==> config.mk <==
export PLATFORM = sky130hd
export DESIGN_NAME = bsg_ssi_downstream_in
export DESIGN_NICKNAME = d
export VERILOG_FILES = /design/src/rtl/bsg_ssi_downstream_in.sv
export SDC_FILE = /design/constraint.sdc
export NUM_CORES = 1
export LEC_CHECK = 0
export ABC_AREA = 1
export CAP_MARGIN = 10
export CORE_ASPECT_RATIO = 0.8
export CORE_MARGIN = 5
export CORE_UTILIZATION = 28
export CTS_CLUSTER_SIZE = 14
export DETAILED_ROUTE_END_ITERATION = 12
export HOLD_SLACK_MARGIN = 0.08
export PLACE_DENSITY = 0.45
export SETUP_SLACK_MARGIN = 0.4
export SLEW_MARGIN = 10
export SYNTH_ARGS = -nofsm -noshare
export SYNTH_HDL_FRONTEND = slang
export SYNTH_SLANG_ARGS = --single-unit
==> constraint.sdc <==
create_clock -name clk -period 4.7 [get_ports clk]
set_input_delay 0.47 -clock clk [delete_from_list [all_inputs] [get_ports clk]]
set_output_delay 0.47 -clock clk [all_outputs]
set_load 0.02 [all_outputs]
==> src/rtl/bsg_ssi_downstream_in.sv <==
// Receive side of a source-synchronous link channel: assembles DDR beats into words,
// buffers them for the core and returns credit tokens. Optional stats: BSG_SSI_DOWNSTREAM_STATS_EN.
//
// state    | meaning
// IDLE     | no partial word held; next valid beat goes to slot 0
// ASSEMBLE | beats 0..beat_cnt-1 captured; waiting for the rest of the word
module bsg_ssi_downstream_in #(
  parameter int CHANNEL_WIDTH  = 8,
  parameter int BEATS_PER_WORD = 2,
  parameter int FIFO_ELS       = 16,
  parameter int TOKEN_RATIO    = 4,
  localparam int WORD_WIDTH    = 2*CHANNEL_WIDTH*BEATS_PER_WORD
) (
  input  logic                       clk,
  input  logic                       rst,
  input  logic                       io_valid_i,
  input  logic [2*CHANNEL_WIDTH-1:0] io_data_i,
  output logic                       io_token_o,
  output logic                       valid_o,
  output logic [WORD_WIDTH-1:0]      data_o,
  input  logic                       yumi_i,
`ifdef BSG_SSI_DOWNSTREAM_STATS_EN
  output logic [15:0]                words_rx_o,
  output logic [15:0]                words_drop_o,
`endif
  output logic                       overflow_o
);

  localparam int BEAT_W = 2*CHANNEL_WIDTH;
  localparam int CNT_W  = (BEATS_PER_WORD > 1) ? $clog2(BEATS_PER_WORD) : 1;
  localparam int PTR_W  = $clog2(FIFO_ELS);
  localparam int TOK_W  = (TOKEN_RATIO > 1) ? $clog2(TOKEN_RATIO) : 1;
  localparam logic [CNT_W-1:0] LAST_BEAT = CNT_W'(BEATS_PER_WORD-1);
  localparam logic [TOK_W-1:0] LAST_TOK  = TOK_W'(TOKEN_RATIO-1);

  typedef enum logic {IDLE, ASSEMBLE} state_e;

  state_e                 state_q, state_n;
  logic [CNT_W-1:0]       beat_cnt_q, beat_cnt_n;
  logic                   word_done;
  logic [WORD_WIDTH-1:0]  asm_q;
  logic [WORD_WIDTH-1:0]  wr_word;

  logic [WORD_WIDTH-1:0]  mem_q [FIFO_ELS];
  logic [PTR_W:0]         wr_ptr_q, rd_ptr_q;
  logic [PTR_W-1:0]       wr_idx, rd_idx;
  logic                   full, empty, enq, deq, drop;

  logic [TOK_W-1:0]       tok_cnt_q;
  logic                   token_q;
  logic                   overflow_q;

  always_ff @(posedge clk) begin
    if (rst) begin
      state_q    <= IDLE;
      beat_cnt_q <= '0;
    end else begin
      state_q    <= state_n;
      beat_cnt_q <= beat_cnt_n;
    end
  end

  always_comb begin
    state_n    = state_q;
    beat_cnt_n = beat_cnt_q;
    word_done  = 1'b0;
    case (state_q)
      IDLE: begin
        if (io_valid_i) begin
          if (BEATS_PER_WORD == 1) begin
            word_done = 1'b1;
          end else begin
            state_n    = ASSEMBLE;
            beat_cnt_n = CNT_W'(1);
          end
        end
      end
      ASSEMBLE: begin
        if (io_valid_i) begin
          if (beat_cnt_q == LAST_BEAT) begin
            word_done  = 1'b1;
            state_n    = IDLE;
            beat_cnt_n = '0;
          end else begin
            beat_cnt_n = beat_cnt_q + CNT_W'(1);
          end
        end
      end
      default: begin
        state_n    = IDLE;
        beat_cnt_n = '0;
      end
    endcase
  end

  // The completing word merges the live beat into the held partial word.
  always_comb begin
    wr_word = asm_q;
    wr_word[int'(beat_cnt_q)*BEAT_W +: BEAT_W] = io_data_i;
  end

  always_ff @(posedge clk) begin
    if (rst) begin
      asm_q <= '0;
    end else if (io_valid_i) begin
      asm_q <= wr_word;
    end
  end

  assign wr_idx = wr_ptr_q[PTR_W-1:0];
  assign rd_idx = rd_ptr_q[PTR_W-1:0];
  assign empty  = (wr_ptr_q == rd_ptr_q);
  assign full   = (wr_idx == rd_idx) && (wr_ptr_q[PTR_W] != rd_ptr_q[PTR_W]);
  assign deq    = yumi_i && !empty;
  // A pop in the same cycle frees the slot the completing word needs.
  assign enq    = word_done && (!full || deq);
  assign drop   = word_done && full && !deq;

  always_ff @(posedge clk) begin
    if (rst) begin
      for (int i = 0; i < FIFO_ELS; i++) mem_q[i] <= '0;
      wr_ptr_q <= '0;
      rd_ptr_q <= '0;
    end else begin
      if (enq) begin
        mem_q[wr_idx] <= wr_word;
        wr_ptr_q      <= wr_ptr_q + 1'b1;
      end
      if (deq) begin
        rd_ptr_q <= rd_ptr_q + 1'b1;
      end
    end
  end

  assign valid_o = !empty;
  assign data_o  = mem_q[rd_idx];

  always_ff @(posedge clk) begin
    if (rst) begin
      tok_cnt_q <= '0;
      token_q   <= 1'b0;
    end else if (deq) begin
      if (tok_cnt_q == LAST_TOK) begin
        tok_cnt_q <= '0;
        token_q   <= ~token_q;
      end else begin
        tok_cnt_q <= tok_cnt_q + TOK_W'(1);
      end
    end
  end

  assign io_token_o = token_q;

  always_ff @(posedge clk) begin
    if (rst) begin
      overflow_q <= 1'b0;
    end else if (drop) begin
      overflow_q <= 1'b1;
    end
  end

  assign overflow_o = overflow_q;

`ifdef BSG_SSI_DOWNSTREAM_STATS_EN
  logic [15:0] rx_cnt_q, drop_cnt_q;

  always_ff @(posedge clk) begin
    if (rst) begin
      rx_cnt_q   <= '0;
      drop_cnt_q <= '0;
    end else begin
      if (enq)  rx_cnt_q   <= rx_cnt_q + 16'd1;
      if (drop) drop_cnt_q <= drop_cnt_q + 16'd1;
    end
  end

  assign words_rx_o   = rx_cnt_q;
  assign words_drop_o = drop_cnt_q;
`endif

`ifndef SYNTHESIS
  always_ff @(posedge clk) begin
    if (!rst) begin
      assert (!(yumi_i && !valid_o));
    end
  end
`endif

endmodule

==> summary.txt, run 1 <==
Status
  • Outcome: completed

Clock network
  • Clock slew at reported path FFs: 50 ps
  • Cells resized by post-CTS repair: 0
  • Hold buffer count at cts: 0
  • Clock Sink Count: 564
  • H-tree depth: 3
  • CTS tree: built
  • Clock root cell: clkbuf_16
  • Post-CTS setup buffers: 0
  • Num CTS Buffers: 66
  • Clk Latency, worst-skew pair: 600 ps
  • Clk buf depth: 3

Yosys
  • Syn_nets: 2606
  • Adder-cell share of the synthesized area: 0.276%
  • Share of synthesized registers carrying an async set or reset: 0%
  • Ys Warns: 0
  • Number of synthesized flops with an enable pin: 512
  • Post-synthesis sequential area ratio: 60.3%
  • Area contributors post-synth: edfxtp_1 (57%), nor2_2 (6.0%), inv_1 (4.1%)
  • Netlist cell types: 31
  • Post-synthesis mux area share: 1.02%
  • Post-synth top area cell: edfxtp_1
  • Post-synth top cells: edfxtp_1 (512), inv_1 (299), nor2_2 (262)
  • Most instantiated library cell after synthesis: edfxtp_1
  • Synth Area in XOR/XNOR: 0.193%
  • Synth Area in Simple Gates: 19.4%
  • Yosys reg bits: 564
  • Synthesized area per cell: 10.5 sq um
  • Main combinational cell family by area after synthesis: simple AND/OR/NAND/NOR gates
  • Ys flop type: edfxtp_1
  • Top cell type's share of synthesized area: 56.5%
  • Synth Area in Compound Gates: 9.86%
  • Post-Syn Area: 27200 sq um
  • Post-Syn Instances: 2580

Critical path
  • R2R Path End: mem_q[12][18]$_SDFFCE_PN0P_
  • Endpoint type of the worst setup path: primary output
  • Worst EP required: 4230 ps
  • R2R depth: 9
  • R2R setup slack: 1710 ps
  • Reg-to-reg startpoint: wr_ptr_q[2]$_SDFFE_PP0P_
  • Kind of critical path: reg -> out
  • Worst-path maximum fanout: 32
  • Critical path launch point type: register
  • CP arrival: 3420 ps

Floorplan
  • Starting density of the core: 28.2%
  • FP Rows: 102
  • DIE WIDTH: 359 microns
  • Die height: 289 microns
  • Number of I/O pins: 55
  • Die footprint: 104000 sq um
  • Core box area: 96600 sq um

Route
  • Initial DRC count: 1672
  • Drt pass-1 iters: 5
  • ANT nets after route: 0
  • Via density: 4.78
  • Avg WL per Cell: 20.9 microns
  • Vias: 18.6k
  • Met2 wire length: 35600 microns
  • Top routing layer used: met4
  • Detailed-route DRC error count: 0
  • Met1 WL: 38800 microns
  • WL met3: 5210 microns
  • Drt total wl: 81200 microns

GRT
  • Gr ovfl total: 0
  • GRT Overall Usage: 15.6%
  • Largest net degree at the start of global routing: 202
  • Vias in the first global route: 18.3k
  • Initial antenna violation count: 0
  • Global-route wire length before repair: 121000 microns

Min path
  • Worst Hold Path Cells: 3
  • Hold Path Class: in -> reg
  • WHS Endpoint: asm_q[27]$_SDFFE_PP0P_
  • Hold Startpoint: io_valid_i

STA
  • Final worst slack: 809 ps
  • Final Setup Violations: 0
  • TNS Setup: 0 ps
  • Worst Max-Slew Pin Slew: 1170 ps
  • RSZ-0062 raised after global routing: false
  • Slew Limit Fails: 0
  • Final hold vios: 0
  • Min Clock Period, post-route: 3890 ps
  • Clock skew: 15.3 ps
  • Relative slew slack: 21.9%
  • Fmax achieved: 257 MHz
  • Tcrit/Tclk final: 82.8%
  • Hold slack: 295 ps

Power
  • Total Power: 12800 uW
  • P per Cell Area: 411 nW/um^2
  • Leakage: 0.0106 uW
  • Peak VDD IR: 270 uV

Run
  • Max-Cap Viols: 0

Cells and area
  • Final net count: 2567
  • # diodes: 0
  • Synth-to-layout area growth: 14.0%
  • Ratio of cells with drive above 1 in the final layout: 20.1%

Placement
  • GP Congestion: 0.780
  • Post-DP HPWL: 49900 microns
  • I/O Buffers: 54
  • Post-place setup slack: 1140 ps
## metrics by stage
step | instance area [sq um] | cells | util [%]
global route | 31000 | 3892 | 32.1
floorplan | 27200 | 2580 | -
finish | 31000 | 3892 | 32.1
global placement | 28900 | 3773 | 29.9
detailed placement | 28900 | 3773 | 29.9
CTS | 31000 | 3892 | 32.1
## worst max-delay path, cell delays in order (launching register included)
cell             delay [ps]
dfxtp_2                 390
clkinv_1                910
nand3_1                 730
nand2_1                 180
clkdlybuf4s50_1         600
## layout make-up
cell class	instances	area, sq um
clock buffers	96	1930
clock inverters	23	179
fillers	9878	65600
inverters	306	1150
multi-input cells	1487	8600
flip-flops and latches	564	16400
well taps	1300	1630
repair buffers	116	1090
## layer usage
layer,vias up,track usage [%]
met5,-,0
met4,0,3.60
met3,101,2.89
met2,540,23.8
met1,9192,23.2
li1,8759,-
## cell families (layout without fill, tap and decap cells)
kind of cell	Yosys count	in the layout
AND/OR/NAND/NOR	992	992
flip-flops	564	564
buffers and inverters	529	541
AO/OA/AOI/OAI	459	459
multiplexers	24	24
adder cells (fa/ha/maj)	6	6
XOR/XNOR	6	6
## placed cells by master (no fill, tap or decap)
cell	netlist	final
bufinv_16	0	3
clkdlybuf4s50_1	0	53
nand2_2	3	15
clkinv_2	0	8
o21ai_4	0	10
o21ai_2	7	3
nand2_4	2	3
nor2_1	91	91
inv_1	299	297
clkbuf_8	0	2
buf_2	76	1
o21ai_0	155	150
edfxtp_1	512	512
clkbuf_16	0	73
nand3_1	204	204
clkinvlp_4	0	1
nand4_1	5	5
nor2_2	262	262
o211ai_1	144	144
mux2i_1	14	1
buf_12	4	7
nand2_8	10	10
xor2_1	6	6
clkbuf_1	83	21
clkinv_1	0	12
mux2i_2	10	18
ha_1	6	6
nor3_1	160	160
mux2i_4	0	5
dfxtp_2	0	2
a21oi_1	152	152
inv_2	6	7
nor2_4	32	32
inv_4	1	1
dfxtp_4	0	3
buf_4	6	55
nand2_1	222	209
dfxtp_1	52	47
nand3_4	1	1
## power by group
part | switching (uW) | internal (uW)
sequential | 84.9 | 5640
combinational | 1380 | 543
clock | 2090 | 3020
total | 3550 | 9200
## how the worst max path moves through the flow
stage | to | slack (ps) | cells past startpoint
2_1_floorplan | mem_q[14][0]$_SDFFCE_PN0P_ | 750 | 6
3_3_place_gp | mem_q[3][28]$_SDFFCE_PN0P_ | 1170 | 6
3_5_place_dp | mem_q[3][30]$_SDFFCE_PN0P_ | 1140 | 6
4_1_cts | data_o[16] | 750 | 4
5_1_grt | data_o[16] | 640 | 4
6_report | data_o[19] | 810 | 4
## sequential cells by signal (all words and copies together) (netlist names), named ones only
| name | cells |
|---|---|
| mem_q | 512 |
| tok_cnt_q | 2 |
| beat_cnt_q | 1 |
| overflow_o | 1 |
| state_q | 1 |
| io_token_o | 1 |
| asm_q | 32 |
| wr_ptr_q | 5 |
| rd_ptr_q | 5 |
No activity file was read; power rests on OpenSTA's default activity.
==> inputs of run 2 (changes only) <==
PLACE_DENSITY = 0.47   (was 0.45)
clock period = 3.5 ns   (was 4.7 ns; I/O delays follow)
==> run 2 against run 1 <==
Effect of this change: wire length grew 1.8%; design area grew 0.97%; final cell count grew 1.2%; critical path type unchanged; highest routed layer unchanged.
==> summary.txt, run 2 (same netlist as run 1, synthesis figures left out) <==
Cells and area
  • Fin util: 32.4% (+0.31 points)
  • Top reg by flops: mem_q
  • Filler cells: 9807 (-0.72%)
  • # diodes: 0 (unchanged)
  • Max reg flops: 512 (unchanged)
  • Fin cells: 3939 (+1.2%)
  • Finished Cell Area: 31300 sq um (+0.97%)
  • Most common cell after layout, fill and taps aside: edfxtp_1
  • Largest regs: mem_q x512, asm_q x32
  • Final net count: 2616 (+1.9%)
  • Ratio of cells with drive above 1 in the final layout: 21.8% (+1.6 points)
  • Most frequent cells in the layout: edfxtp_1 (512), inv_1 (297), nor2_2 (262), nand2_1 (209), nand3_1 (201)
  • Synth-to-layout area growth: 15.1%

Placement
  • Post-DP HPWL: 49000 microns (-1.7%)
  • I/O Buffers: 54 (unchanged)
  • Post-placement cell count: 3816 (+1.1%)
  • Placed Area: 29300 sq um (+1.3%)
  • GP Congestion: 0.772 (-0.97%)
  • Post-place setup slack: 600 ps (-538 ps)

STA
  • Worst Max-Slew Pin Slew: 754 ps (-418 ps)
  • Tcrit/Tclk final: 83.6%
  • RSZ-0062 raised after global routing: false
  • Final hold vios: 0 (unchanged)
  • Final Setup Violations: 0 (unchanged)
  • Slew Limit Fails: 0 (unchanged)
  • Min Clock Period, post-route: 2930 ps
  • Clock skew: 23.6 ps (+8.30 ps)
  • Final worst slack: 574 ps (-235 ps)
  • Relative slew slack: 49.7% (+28 points)
  • Fmax achieved: 342 MHz

Route
  • Via density: 4.82 (+0.93%)
  • Drt pass-1 iters: 7 (+2)
  • ANT nets after route: 0 (unchanged)
  • Vias: 19.0k (+2.2%)
  • Drt total wl: 82700 microns (+1.8%)
  • Avg WL per Cell: 21.0 microns (+0.59%)
  • Initial DRC count: 1696 (+1.4%)
  • Detailed-route DRC error count: 0 (unchanged)

Min path
  • Hold Path Class: in -> reg
  • Hold Startpoint: io_valid_i

Clock network
  • Clock Sink Count: 564 (unchanged)
  • Clock root cell: clkbuf_16
  • Num CTS Buffers: 59 (-11%)
  • Clock slew at reported path FFs: 60 ps (about the same)
  • CTS tree: built
  • H-tree depth: 2 (-1)
  • Clk buf depth: 3 (unchanged)
  • Clk Latency, worst-skew pair: 640 ps (+40 ps)

Critical path
  • Critical path launch point type: register
  • Slowest CP cell: clkdlybuf4s50_1
  • Reg-to-reg startpoint: wr_ptr_q[1]$_SDFFE_PP0P_
  • CP arrival: 2580 ps (-840 ps)
  • Kind of critical path: reg -> out
  • WP buf/inv: 3 (+1)
  • Worst EP required: 3150 ps (-1080 ps)
  • Top cell family by delay on the critical path: buffers and inverters
  • Worst-path maximum fanout: 25 (-22%)
  • Endpoint type of the worst setup path: primary output
  • Worst-path cell chain: buf_4, buf_12, a21oi_1, o21ai_0, nand3_2, nand3_1, nand2_1, clkdlybuf4s50_1
  • Slowest stage delay, CP: 610 ps (-300 ps)

Floorplan
  • Die height: 289 microns (unchanged)
  • FP Rows: 102 (unchanged)
  • DIE WIDTH: 359 microns (unchanged)
  • Core box area: 96600 sq um (unchanged)
  • Number of I/O pins: 55 (unchanged)
  • Starting density of the core: 28.2% (unchanged)
  • Die footprint: 104000 sq um (unchanged)

GRT
  • Vias in the first global route: 18.4k (+0.64%)
  • Global-route wire length before repair: 122000 microns (+1.0%)
  • GRT Overall Usage: 15.8% (+0.21 points)
  • Initial antenna violation count: 1 (+1)
  • Gr ovfl total: 0 (unchanged)
  • Largest net degree at the start of global routing: 85 (-58%)

Power
  • Peak VDD IR: 364 uV (+35%)
  • Leakage: 0.0110 uW (+3.4%)
  • P per Cell Area: 522 nW/um^2 (+27%)
  • Total Power: 16300 uW (+28%)

Run
  • Max-Cap Viols: 0 (unchanged)

Status
  • Outcome: completed
-- run 2: cell count changes in the layout (fill, tap and decap cells not counted), sizes merged --
cell	change
buf	+55
clkbuf	-23
bufbuf	+1
clkdlybuf4s50	-31
clkinvlp	+1
inv	+3
dlygate4sd2	+23
dlymetal6s2s	+8
bufinv	-1
clkinv	+11
-- run 2: tightest hold or removal path: cells and delay by family --
| family | cells | cell delay (ps) |
|---|---|---|
| AO/OA/AOI/OAI | 1 | 90 |
| AND/OR/NAND/NOR | 1 | 160 |
| buffers and inverters | 1 | 130 |
-- run 2: layout make-up --
cell class              instances  area, sq um  area share, %
multi-input cells            1487         8530           27.3
clock buffers                  73         1550           4.95
flip-flops and latches        564        16400           52.5
repair buffers                172         1790           5.70
inverters                     306         1150           3.68
clock inverters                37          235          0.751
well taps                    1300         1630           5.19
-- run 2: routing by layer --
layer	wire, microns	vias up	share of wire [%]	GRT usage, %
met3	5540	86	6.7	2.91
met5	0	-	0	0
met4	1340	0	1.6	3.26
met2	35900	554	43	23.9
li1	-	8863	-	-
met1	40000	9489	48	23.8
-- run 2: through the flow --
stage                     hold WS (ps)  TNS, ps
after floorplan                    429   -21150
after global placement             440        0
after detailed placement           443        0
after CTS                         94.9        0
after global routing               133        0
final                              144        0
-- run 2: timing repair --
item | CTS | global route
gates cloned | 2 | 0
hold buffers | 0 | 0
setup endpoints to repair | 32 | 9
endpoints found under the hold margin | 0 | 0
pin swaps | 0 | 0
setup buffers | 11 | 0
resized for setup | 30 | 13
-- run 2: worst paths after layout --
| kind | end | slack [ps] | depth (start not counted) |
|---|---|---|---|
| setup / recovery | data_o[30] | 570 | 8 |
| hold / removal | asm_q[30]$_SDFFE_PP0P_ | 140 | 3 |
| setup reg to reg | mem_q[11][9]$_SDFFCE_PN0P_ | 930 | 6 |
| hold reg to reg | asm_q[31]$_SDFFE_PP0P_ | 460 | 2 |
-- run 2: power by group --
part / total [uW] / internal [uW] / leakage, uW / switching (uW)
clock network: 5980 / 3270 / 0.000878 / 2710
registers: 7650 / 7570 / 0.00572 / 82.8
logic: 2710 / 847 / 0.00439 / 1860
total: 16300 / 11700 / 0.0110 / 4650
==> inputs of run 3 (changes only) <==
clock period = 2.4 ns   (was 3.5 ns; I/O delays follow)
==> run 3 against run 2 <==
Effect of this change: the run now ends with negative setup slack left; register-to-register slack worse by 540 ps; count of clock-buffer cells in the layout down 2; combinational power up 110%; final cell count up 3.3%; setup slack worse by 710 ps; critical path depth up 1; design area up 13%; clock skew up 5.8 ps; wire length up 12%; die area unchanged; critical path type unchanged; critical endpoint is now data_o[18]; largest cell class unchanged.
==> summary.txt, run 3 (same netlist as run 1, synthesis figures left out) <==
GRT
  • Gr ovfl total: 0 (unchanged)
  • GRT Overall Usage: 17.0% (+1.1 points)
  • Global-route wire length before repair: 131000 microns (+6.9%)
  • Initial antenna violation count: 2 (+1)
  • Vias in the first global route: 19.3k (+5.1%)
  • Largest net degree at the start of global routing: 59 (-31%)

Floorplan
  • Number of I/O pins: 55 (unchanged)
  • Die height: 289 microns (unchanged)
  • DIE WIDTH: 359 microns (unchanged)
  • Starting density of the core: 28.2% (unchanged)
  • Die footprint: 104000 sq um (unchanged)
  • Core box area: 96600 sq um (unchanged)
  • FP Rows: 102 (unchanged)

Cells and area
  • Most frequent cells in the layout: edfxtp_1 (512), inv_1 (293), nor2_2 (261), nor3_1 (160), nand2_1 (150)
  • Final net count: 2747 (+5.0%)
  • Largest regs: mem_q x512, asm_q x32
  • Max reg flops: 512 (unchanged)
  • # diodes: 0 (unchanged)
  • Finished Cell Area: 35400 sq um (+13%)
  • Top reg by flops: mem_q
  • Filler cells: 9402 (-4.1%)
  • Most common cell after layout, fill and taps aside: edfxtp_1
  • Area of the multi-input gates: 9420 sq um (+10%)
  • Fin cells: 4070 (+3.3%)
  • Sequential cell area: 16500 sq um (+0.17%)
  • Synth-to-layout area growth: 29.9%
  • Ratio of cells with drive above 1 in the final layout: 33.6% (+12 points)

Run
  • Max-Cap Viols: 0 (unchanged)

Status
  • Failing checks: negative setup slack
  • Outcome: complete, but fails checks

Route
  • Vias: 20.1k (+5.6%)
  • Detailed-route DRC error count: 0 (unchanged)
  • Avg WL per Cell: 22.7 microns (+8.2%)
  • Drt pass-1 iters: 5 (-2)
  • ANT nets after route: 0 (unchanged)
  • Initial DRC count: 1899 (+12%)
  • Via density: 4.93 (+2.2%)
  • Drt total wl: 92400 microns (+12%)

Critical path
  • Endpoint type of the worst setup path: primary output
  • R2R depth: 10 (+4)
  • Kind of critical path: reg -> out
  • CP arrival: 2290 ps (-290 ps)
  • R2R Path End: mem_q[0][18]$_SDFFCE_PN0P_
  • Reg-to-reg startpoint: wr_ptr_q[1]$_SDFFE_PP0P_
  • Worst-path maximum fanout: 8 (-68%)
  • R2R setup slack: 390 ps (-540 ps)
  • Worst EP required: 2160 ps (-990 ps)
  • Critical path launch point type: register

STA
  • Tcrit/Tclk final: 106%
  • RSZ-0062 raised after global routing: true
  • Fmax achieved: 395 MHz
  • Min Clock Period, post-route: 2530 ps
  • Final worst slack: -134 ps (-708 ps)
  • Final hold vios: 0 (unchanged)
  • Relative slew slack: 60.1% (+10 points)
  • Clock skew: 29.4 ps (+5.81 ps)
  • Slew Limit Fails: 0 (unchanged)
  • Hold slack: 152 ps (+8.33 ps)
  • Worst Max-Slew Pin Slew: 599 ps (-155 ps)
  • Final Setup Violations: 32 (+32)

Clock network
  • Clock slew at reported path FFs: 70 ps (about the same)
  • Num CTS Buffers: 60 (+1.7%)
  • Clk Latency, worst-skew pair: 640 ps (about the same)
  • H-tree depth: 2 (unchanged)
  • Clock root cell: clkbuf_16
  • Clk buf depth: 3 (unchanged)
  • Clock Sink Count: 564 (unchanged)
  • CTS tree: built

Power
  • Leakage: 0.0126 uW (+14%)
  • Peak VDD IR: 608 uV (+67%)
  • P per Cell Area: 733 nW/um^2 (+41%)

Min path
  • Hold Startpoint: io_valid_i
  • Hold Path Class: in -> reg
  • WHS Endpoint: wr_ptr_q[2]$_SDFFE_PP0P_
  • Worst Hold Path Cells: 6 (+3)

Placement
  • GP Congestion: 0.780 (+1.0%)
  • I/O Buffers: 54 (unchanged)
  • Post-placement cell count: 3870 (+1.4%)
  • Post-DP HPWL: 53100 microns (+8.2%)
  • Placed Area: 30300 sq um (+3.6%)
-- run 3: cell types whose count changed in the layout (fill, tap and decap cells not counted), sizes merged, moves of 2 or more --
cell,previous run,this run
clkdlybuf4s50,22,20
bufinv,2,4
dlymetal6s2s,8,0
bufbuf,1,3
clkbuf,73,93
dlygate4sd2,23,0
buf,118,256
-- run 3: final cells by class --
| type | instances | area share, % |
|---|---|---|
| sequential | 564 | 46.5 |
| multi-input combinational | 1487 | 26.6 |
| timing repair buffer | 302 | 13.6 |
| clock inverter | 40 | 0.846 |
| clock buffer | 71 | 4.45 |
| inverter | 306 | 3.28 |
| tap | 1300 | 4.60 |
-- run 3: worst max-delay path, cell delays in order (launching register included) --
cell,delay [ps]
dfxtp_4,470
buf_12,140
buf_16,150
buf_8,130
a21oi_2,50
o21ai_1,90
nand3_2,250
nand3_4,190
nand2_2,70
buf_6,130
-- run 3: what timing repair did --
item | in CTS | in global routing
resized for setup | 456 | 139
gates cloned | 28 | 23
hold buffers | 1 | 0
buffers inserted | 22 | 15
setup endpoints to repair | 663 | 501
endpoints found under the hold margin | 8 | 0
pin swaps | 106 | 104
-- run 3: worst max-delay path by stage --
stage / from / endpoint / slack (ps)
6_report: register / data_o[18] / -130
5_1_grt: register / data_o[18] / -220
4_1_cts: register / data_o[15] / -160
3_5_place_dp: register / data_o[20] / -50
3_3_place_gp: register / data_o[20] / -50
2_1_floorplan: wr_ptr_q[2]$_SDFFE_PP0P_ / mem_q[12][0]$_SDFFCE_PN0P_ / 210
-- run 3: power breakdown --
part / switching [uW] / internal (uW)
Combinational: 3280 / 2350
Clock: 4040 / 5090
Sequential: 140 / 11000
Total: 7460 / 18500
-- run 3: per-layer routing --
layer  share of wire (%)  vias to the layer above  track usage, %
li1                    -                     9178               -
met1                  47                    10179            25.3
met2                  46                      619            26.6
met3                 5.6                       81            2.35
met4                 1.6                        0            3.09
met5                   0                        -               0
-- run 3: per-stage QoR --
stage | util [%] | power [uW] | TNS (ps) | setup WS (ps)
after detailed placement | 31.4 | 15500 | -48.5 | -48.5
after CTS | 35.4 | 25700 | -3640 | -156
after global routing | 36.6 | 26900 | -5050 | -219
final | 36.6 | 25900 | -2230 | -134
after global placement | 31.4 | 15500 | -48.0 | -46.4
after floorplan | - | 13600 | 0 | 213
